**src/rtl/mux_scan_ctrl.sv**
```systemverilog
// Scanned 4-channel input port: steps mux4to1 selects 0..3, samples each after SETTLE idle cycles,
// and offers the captured word on valid/ready. Define MUX_SCAN_CONT_EN for continuous rescanning.
module mux_scan_ctrl #(
    parameter int unsigned SETTLE = 1
) (
    input  logic       clk,
    input  logic       rst_n,
    input  logic       start,
    input  logic       mux_out,
    output logic       s0,
    output logic       s1,
    output logic [3:0] data,
    output logic       valid,
    input  logic       ready,
    output logic       busy
);

    // state | meaning
    // IDLE  | waiting for start
    // WAIT  | channel ch selected, counting down settle time, sample at cnt=0
    // DONE  | full word held on data/valid until handshake
    typedef enum logic [1:0] {
        IDLE = 2'd0,
        WAIT = 2'd1,
        DONE = 2'd2
    } state_t;

    localparam logic [3:0] SETTLE_C = 4'(SETTLE);

    state_t     state_q, state_d;
    logic [1:0] ch_q,    ch_d;
    logic [3:0] cnt_q,   cnt_d;
    logic [1:0] sel_q,   sel_d;
    logic [3:0] data_q,  data_d;
    logic       valid_q, valid_d;

    always_ff @(posedge clk or negedge rst_n) begin
        if (!rst_n) begin
            state_q <= IDLE;
            ch_q    <= 2'd0;
            cnt_q   <= 4'd0;
            sel_q   <= 2'd0;
            data_q  <= 4'd0;
            valid_q <= 1'b0;
        end else begin
            state_q <= state_d;
            ch_q    <= ch_d;
            cnt_q   <= cnt_d;
            sel_q   <= sel_d;
            data_q  <= data_d;
            valid_q <= valid_d;
        end
    end

    always_comb begin
        state_d = state_q;
        ch_d    = ch_q;
        cnt_d   = cnt_q;
        sel_d   = sel_q;
        data_d  = data_q;
        valid_d = valid_q;
        case (state_q)
            IDLE: begin
                if (start) begin
                    ch_d    = 2'd0;
                    sel_d   = 2'd0;
                    cnt_d   = SETTLE_C;
                    data_d  = 4'd0;
                    state_d = WAIT;
                end
            end
            WAIT: begin
                if (cnt_q != 4'd0) begin
                    cnt_d = cnt_q - 4'd1;
                end else begin
                    data_d[ch_q] = mux_out;
                    if (ch_q != 2'd3) begin
                        ch_d  = ch_q + 2'd1;
                        sel_d = ch_q + 2'd1;
                        cnt_d = SETTLE_C;
                    end else begin
                        state_d = DONE;
                        valid_d = 1'b1;
                    end
                end
            end
            DONE: begin
                if (ready) begin
                    valid_d = 1'b0;
                    sel_d   = 2'd0;
`ifdef MUX_SCAN_CONT_EN
                    // rescan immediately; start is only needed for the first scan
                    ch_d    = 2'd0;
                    cnt_d   = SETTLE_C;
                    state_d = WAIT;
`else
                    state_d = IDLE;
`endif
                end
            end
            default: state_d = IDLE;
        endcase
    end

    assign s0    = sel_q[0];
    assign s1    = sel_q[1];
    assign data  = data_q;
    assign valid = valid_q;
    assign busy  = (state_q != IDLE);

endmodule

```
**config.mk**
```make
export PLATFORM = sky130hd
export DESIGN_NAME = mux_scan_ctrl
export DESIGN_NICKNAME = d
export VERILOG_FILES = /design/src/rtl/mux_scan_ctrl.sv
export SDC_FILE = /design/constraint.sdc
export NUM_CORES = 1
export LEC_CHECK = 0
export CAP_MARGIN = 20
export CELL_PAD_IN_SITES_DETAIL_PLACEMENT = 1
export CELL_PAD_IN_SITES_GLOBAL_PLACEMENT = 1
export CORE_AREA = 2 2 50 52
export CTS_BUF_LIST = sky130_fd_sc_hd__clkbuf_2 sky130_fd_sc_hd__clkbuf_4 sky130_fd_sc_hd__clkbuf_8
export DETAILED_ROUTE_END_ITERATION = 7
export DIE_AREA = 0 0 52 54
export PLACE_DENSITY_LB_ADDON = 0.1
export SYNTH_ARGS = -nofsm -noshare
export SYNTH_HDL_FRONTEND = slang
export SYNTH_SLANG_ARGS = --single-unit
```
**constraint.sdc**
```tcl
create_clock -name clk -period 1.71 [get_ports clk]
set_input_delay 0.171 -clock clk [delete_from_list [all_inputs] [get_ports clk]]
set_output_delay 0.171 -clock clk [all_outputs]
set_load 0.05 [all_outputs]
```
; ---- Word level (Yosys, flattened, before mapping)
; Index checks and enable logic that the tools add are counted.
[word_totals]
ff_bits = 15
input_bits = 5
output_inout_bits = 8
word_cells = 56
[op_classes]
addsub = 2
magnitude_cmp = 2
n_eq_ne = 9
n_mux = 24
n_reduce_logical = 13
[ops]
columns = operator, count
row1 = 2-to-1 mux 4 bit, 5
row2 = case mux 4 bit (2 select lines), 2
row3 = 2-to-1 mux 2 bit, 7
row4 = "!= test 2 bit, second input constant", 6
row5 = case mux 2 bit (3 select lines), 2
row6 = AND reduction 4 bit, 3
row7 = AND reduction 3 bit, 2
row8 = nonzero test 2 bit, 3
row9 = AND reduction 5 bit, 1
row10 = bitwise mux 4 bit, 1
row11 = 2-to-1 mux 1 bit, 4
row12 = case mux 2 bit (2 select lines), 1
row13 = nonzero test 4 bit, 1
row14 = "subtractor 4 x 1 -> 4 bit, second input constant", 1
row15 = "less-than comparator 2 x 3 -> 1 bit, second input constant", 1
row16 = "!= test 3 bit, second input constant", 1
row17 = nonzero test 3 bit, 1
row18 = "adder 2 x 1 -> 2 bit, second input constant", 1
row19 = demux 1 bit (select 2 bit), 1
row20 = "equality test 2 x 1 -> 1 bit, second input constant", 1
row21 = "equality test 2 bit, second input constant", 1
row22 = ">= comparator 2 x 1 -> 1 bit, second input constant", 1
row23 = zero test 2 bit, 1
row24 = case mux 1 bit (2 select lines), 1
row25 = logical AND 1 bit, 1

; ---- Depth between registers and ports, before layout
; Gate-level depths: netlist of the first run.
[depth]
depth_word = 7
depth_mapped = 6
ltp_nobuf = 6

; ---- Least setup slack after synthesis of the first run
; OpenSTA, ideal clock, no wires.
[synth_path]
path_kind = register -> register
startpoint = register cnt_q[0]
endpoint = register sel_q[0]
setup_time_ns = 0.121
arrival_ns = 1.474
t_required_ns = 1.589
slack_ns = 0.115
path_stages_with_launch = 7
n_path_buf = 0
cell_sequence = dfrtp_1 inv_1 ha_1 nor3b_4 nor3b_4 nor2_1 a22o_1
[synth_between]
elab_chain_cells = 3
[synth_rtl]
columns = element, line_no
row1 = start: declaration, 32  ; logic [3:0] cnt_q, cnt_d;
row2 = start signal: assignment, 48  ; cnt_q <= cnt_d;
row3 = nonzero test 4 bit, 73  ; if (cnt_q != 4'd0) begin
row4 = != test 2 bit (no source line), n/a
row5 = AND reduction 5 bit (no source line), n/a
row6 = end signal: assignment, 49  ; sel_q <= sel_d;
row7 = end: declaration, 33  ; logic [1:0] sel_q, sel_d;
; No other way between the ends.
; A chain may end at the register's enable or synchronous reset.

; ---- Worst setup path after layout of the first run
[layout_path]
startpoint = register valid_q, in the netlist valid
endpoint = output valid
[layout_lines]
columns = element, line_no
row1 = start: declaration, 35  ; logic valid_q, valid_d;
row2 = start signal: assignment, 51  ; valid_q <= valid_d;
row3 = end: declaration, 13  ; output logic valid,
; No word-level cell between the ends.

==> flow_metrics.py, run 1 <==
metrics = {
    "critical_path": {
        "cp_top_family": "buffers and inverters",
        "crit_type": "register to output port",
        "cp_num_cells": 1,
        "timing.rr.start": "cnt_q[0]",
        "cp_max_fo": 3,
        "max_stage_delay_ns": 0.80,
        "cp-end-kind": "output port",
        "cp-start-kind": "register",
        "ff2ff_setup_slack_ns": 0.19,
        "r2r-end": "cnt_q[3]",
        "worstSetupStartpoint": "valid",
        "crit_chain": "clkdlybuf4s50_1",
        "cp.required_ns": 1.54,
        "cp_data_arrival_time_ns": 1.46,
        "critPathBufInv": 1,
        "cp_slowest_cell": "clkdlybuf4s50_1",
        "r2r_cells": 7,
        "cp-endpoint": "valid",
    },
    "synthesis": {
        "yosysMostFrequentCell": "dfrtp_1",
        "synth.top_cells.by_count": "dfrtp_1, nand2_1, nor2_1",
        "synth_warnings": 0,
        "syn_nets": 94,
        "yosys_register_bits": 15,
        "synth_flop_cell": "dfrtp_1",
        "synth_cell_types": 25,
        "synth_top_area_share_pct": 45.4,
        "synth_area_um2": 827,
        "synth-edff-count": 0,
        "yosysSeqAreaShare_pct": 45.4,
        "avgSynthCellArea_um2": 9.96,
        "synth_cells": 83,
        "ys_top_cells_by_area": "dfrtp_1, ha_1, nand2_1",
        "yosys.area.top_type": "dfrtp_1",
        "async_flop_share_pct": 100,
    },
    "clock_network": {
        "cts_setup_buffers": 0,
        "cts_num_sinks": 15,
        "h-tree-depth": 1,
        "cts_buffers": 3,
        "ctsHoldBuffers": 0,
        "cts_resized": 0,
        "clk_pin_slew_ns": 0.09,
        "root_buffer": "clkbuf_4",
        "clkLatencyLatePin_ns": 0.29,
        "cts_tree": "built",
        "cts_buffer_depth": 2,
    },
    "drt": {
        "drt-total-wl_um": 1760,
        "detail-route-antenna-nets": 0,
        "detail_route.wl_per_cell_um": 13.5,
        "vias": 631,
        "viasPerCell": 4.85,
        "drt_first_pass_iters": 2,
        "drtIter0Drc": 4,
        "drc": 0,
    },
    "global_routing": {
        "grt_pass1_wl_um": 2970,
        "grt_max_degree": 16,
        "antenna_found_initial": 0,
        "grt.overflow.total": 0,
        "grtUsageTotal_pct": 14.9,
        "first_global_vias": 652,
    },
    "die": {
        "ioPinCount": 13,
        "initial_core_util_pct": 35.7,
        "std_cell_rows": 18,
        "core_mm2": 0.00232,
        "die_area_mm2": 0.00281,
        "die_y_um": 54,
        "die_w_um": 52,
    },
    "layout": {
        "area_growth_pct": 25.0,
        "ff_latch_area_um2": 375,
        "nNetsFinal": 112,
        "multi_input_area_um2": 417,
        "instances_no_fill": 130,
        "num-fill-cells": 274,
        "drive_gt1_share_pct": 14.0,
        "antennaDiodeCount": 0,
    },
    "place": {
        "dp.cells": 126,
        "io_buffer_count": 12,
        "place_congestion": 0.759,
        "dp_hpwl_um": 1320,
    },
    "power_and_ir_drop": {
        "power.leakage_nw": 0.474,
        "ir_worst_vdd_mv": 0.828,
        "power_density_mw_per_mm2": 1880,
    },
    "timing": {
        "tightest_slew_ns": 0.508,
        "relSlewSlack_pct": 66.0,
        "final.setup.tns_ns": 0,
        "slew_viol_final": 0,
        "hold_viol": 0,
        "setup_viol": 0,
        "fmax_mhz": 611,
        "finClkSkew_ns": 0.00313,
        "fin_crit_sh_pct": 95.7,
        "rsz0062_at_grt": "false",
        "fin_crit_ns": 1.64,
    },
    "min_path": {
        "hold_class": "input pin to async pin",
    },
    "flow_run": {
        "cap_violations": 0,
    },
    "status": {
        "status": "complete, no violations",
    },
}
[worst register-to-register path: stages (launching register included)]
cell and delay, ns:
dfrtp_1 0.37, inv_1 0.08, ha_1 0.22, nor3b_4 0.16, buf_4 0.17, a211oi_2 0.21, xnor2_1 0.14, nor2_1 0.06
[logic make-up (layout without fill, tap and decap cells)]
group / count (synthesis) / after routing / share of synthesized area (%)
muxes: 4 / 4 / 4.84
DFF: 15 / 15 / 45.4
xor gates and xnor gates: 1 / 1 / 1.06
adders and majority gates: 6 / 6 / 9.08
buffers and inverters: 10 / 27 / 5.30
and+or+nand+nor: 31 / 31 / 21.0
AOI/OAI and AO/OA: 16 / 16 / 13.3
[worst min-delay path by stage]
stage	depth (start not counted)	end	startpoint
after floorplan	0	ch_q[0]	rst_n
after global placement	1	data[3]	data[3]
after detailed placement	1	sel_q[0]	sel_q[0]
after CTS	2	state_q[1]	rst_n
after global routing	2	data[2]	rst_n
final	2	state_q[1]	rst_n
[area by class of cell]
cell class              count  area share (%)
inverters                   7            2.54
well taps                  30            3.63
multi-input cells          58            40.3
repair buffers             16            14.3
clock buffers               4            2.91
flip-flops and latches     15            36.3
[layout by cell type (no fill, tap or decap), types with 4 or more instances in the layout]
master           synthesis  layout
inv_1                    7       7
dfrtp_1                 15      15
nor2_1                   8       8
ha_1                     6       6
buf_4                    1       5
nand2_1                 12      12
clkdlybuf4s50_1          0      11
a21oi_1                  5       4
clkbuf_4                 0       4
mux2i_1                  4       4
[sequential cells by signal, summed over array words and instances, names as in the netlist]
signal and flops:
ch_q 2, cnt_q 4, data 4, sel_q 2, state_q 2, valid 1
[metal layers]
| layer | vias up | share of wire (%) | track usage, % |
|---|---|---|---|
| li1 | 315 | - | - |
| met1 | 299 | 48 | 19.4 |
| met2 | 13 | 46 | 22.8 |
| met3 | 4 | 3.5 | 3.61 |
| met4 | 0 | 2.0 | 7.89 |
| met5 | - | 0 | 0 |
[report_power, final]
part,switching [mW],internal [mW]
registers,0.120,0.507
clock network,0.116,0.107
logic,0.652,0.443
total,0.888,1.06
[through the flow]
step | power [mW] | instance area, um^2 | hold WS [ns] | util, % | setup WS, ns
2_1_floorplan | 1.40 | 827 | -0.125 | - | 0.115
3_3_place_gp | 1.72 | 995 | 0.481 | 42.9 | 0.132
3_5_place_dp | 1.73 | 995 | 0.498 | 42.9 | 0.127
4_1_cts | 1.97 | 1020 | 0.204 | 44.2 | 0.0477
5_1_grt | 2.11 | 1030 | 0.207 | 44.6 | 0.00311
6_report | 1.94 | 1030 | 0.203 | 44.6 | 0.0741
Power figures use the tool's default switching activity.
==> run 2: changes to the inputs <==
GPL_TIMING_DRIVEN = 0   (was not set)
RECOVER_POWER = 100   (was not set)
==> run 2 against run 1 <==
Combinational power about the same. Non-clock buffer count up 1. Routed wire length up 4.8%. Sequential power down 3%. Sequential share of layout area down 0.13 points. Setup slack worse by 0.022 ns. Critical path depth unchanged. Die area unchanged. First-iteration DRC count up 25%. Total power up 0.53%. Via count up 2.4%. Count of clock-buffer cells in the layout down 1.
==> flow_metrics.py, run 2 (synthesis gave the netlist of run 1 again) <==
metrics = {
    "status": {
        "status": "complete, no violations",
    },
    "critical_path": {
        "cp-start-kind": "register",
        "cp.required_ns": 1.54,
        "cp_max_fo": 3,
        "crit_chain": "clkdlybuf4s50_1",
        "ff2ff_setup_slack_ns": 0.17,
        "max_stage_delay_ns": 0.81,
        "cp_data_arrival_time_ns": 1.49,
        "cp_slowest_cell": "clkdlybuf4s50_1",
        "critPathBufInv": 1,
        "cp-end-kind": "output port",
        "crit_type": "register to output port",
        "cp_top_family": "buffers and inverters",
    },
    "drt": {
        "drt_first_pass_iters": 4,
        "drtIter0Drc": 5,
        "drt-total-wl_um": 1840,
        "detail_route.wl_per_cell_um": 14.1,
        "detail-route-antenna-nets": 0,
        "drc": 0,
        "vias": 646,
        "viasPerCell": 4.93,
    },
    "layout": {
        "multi_input_area_um2": 419,
        "drive_gt1_share_pct": 14.9,
        "ff_latch_area_um2": 375,
        "num-fill-cells": 271,
        "layout_common_cells": "dfrtp_1, nand2_1, clkdlybuf4s50_1",
        "antennaDiodeCount": 0,
        "nNetsFinal": 113,
        "stdcell_area_mm2": 0.00104,
        "instances_no_fill": 131,
        "fin_util_pct": 44.7,
        "layout_commonest_cell": "dfrtp_1",
        "area_growth_pct": 25.4,
    },
    "global_routing": {
        "antenna_found_initial": 0,
        "grt_pass1_wl_um": 3160,
        "grtUsageTotal_pct": 16.2,
        "first_global_vias": 665,
        "grt_max_degree": 16,
        "grt.overflow.total": 0,
    },
    "die": {
        "core_mm2": 0.00232,
        "initial_core_util_pct": 35.7,
        "die_y_um": 54,
        "die_area_mm2": 0.00281,
        "ioPinCount": 13,
        "std_cell_rows": 18,
        "die_w_um": 52,
    },
    "min_path": {
        "hold_class": "input pin to async pin",
    },
    "clock_network": {
        "clk_pin_slew_ns": 0.10,
        "cts_buffers": 3,
        "clkLatencyLatePin_ns": 0.29,
        "h-tree-depth": 1,
        "ctsHoldBuffers": 0,
        "cts_tree": "built",
        "root_buffer": "clkbuf_4",
        "cts_buffer_depth": 2,
        "cts_num_sinks": 15,
    },
    "place": {
        "place_congestion": 0.713,
        "placed_area_um2": 985,
        "dp.cells": 125,
        "io_buffer_count": 12,
        "dp_hpwl_um": 1320,
    },
    "timing": {
        "tightest_slew_ns": 0.710,
        "hold_viol": 0,
        "setup_viol": 0,
        "slew_viol_final": 0,
        "fin_crit_sh_pct": 96.9,
        "relSlewSlack_pct": 52.5,
        "fmax_mhz": 603,
        "finClkSkew_ns": 0.000964,
        "fin_crit_ns": 1.66,
        "final.setup.tns_ns": 0,
    },
    "power_and_ir_drop": {
        "ir_worst_vdd_mv": 1.02,
        "power.leakage_nw": 0.473,
        "p_total_mw": 1.96,
        "p_comb_share_pct": 57.9,
        "p_int_mw": 1.04,
        "p_sw_share_pct": 46.6,
        "power_density_mw_per_mm2": 1880,
        "p_clk_share_pct": 10.9,
        "power.switching_mw": 0.911,
        "seqPwrFrac_pct": 31.2,
    },
    "flow_run": {
        "cap_violations": 0,
    },
}
-- run 2: cell count changes in the layout (fill, tap and decap cells not counted) --
| cell | delta |
|---|---|
| ha_1 | -1 |
| dlygate4sd3_1 | +1 |
| clkdlybuf4s50_1 | -1 |
| clkbuf_4 | -1 |
| buf_4 | -2 |
| clkinv_2 | +1 |
| ha_2 | +1 |
| buf_2 | +2 |
| dlygate4sd2_1 | +1 |
-- run 2: worst register-to-register path: stages, from the launching register on --
cell      delay, ns
dfrtp_1        0.42
ha_2           0.23
and3b_1        0.17
buf_2          0.16
a211oi_2       0.26
xnor2_1        0.15
nor2_1         0.05
-- run 2: power by group through the flow --
| stage | Clock (mW) | Sequential (mW) | Combinational (mW) |
|---|---|---|---|
| floorplan | 0 | 0.846 | 0.557 |
| global placement | 0 | 0.614 | 1.08 |
| detailed placement | 0 | 0.619 | 1.10 |
| CTS | 0.219 | 0.612 | 1.12 |
| global route | 0.239 | 0.633 | 1.26 |
| finish | 0.213 | 0.609 | 1.13 |
-- run 2: area by class of cell --
class	instances	area share, %
Clock buffer	3	2.17
Inverter	7	2.53
Clock inverter	1	0.483
Sequential cell	15	36.2
Timing Repair Buffer	14	12.9
Tap cell	30	3.62
Buffer	3	1.69
Multi-Input combinational cell	58	40.4
-- run 2: path summary, 6_finish.rpt --
| path | to | cells after the start | from |
|---|---|---|---|
| worst max-delay path | valid | 1 | valid |
| worst min-delay path | state_q[1] | 1 | rst_n |
| worst max register to register | cnt_q[3] | 6 | ch_q[0] |
| worst min register to register | data[3] | 1 | data[3] |
| max in group asynchronous | ch_q[1] | 1 | rst_n |
| min in group clk | state_q[1] | 2 | ready |
-- run 2: repair_timing --
item	in CTS	in global routing
buffers inserted	1	1
pin swaps	0	0
gates cloned	0	0
gates resized for setup	1	3
setup endpoints to repair	3	7
-- run 2: layer usage --
metal | track usage [%] | share of wire (%) | vias up
li1 | - | - | 313
met2 | 24.9 | 45 | 15
met3 | 3.33 | 3.9 | 4
met4 | 9.21 | 2.3 | 0
met5 | 0 | 0 | -
met1 | 21.0 | 49 | 314
-- run 2: stage by stage --
step,setup slack (ns),hold slack [ns]
after detailed placement,-0.152,0.486
after global routing,-0.0113,0.401
after CTS,0.0168,0.315
after global placement,-0.110,0.482
final,0.0525,0.364
after floorplan,0.115,-0.125
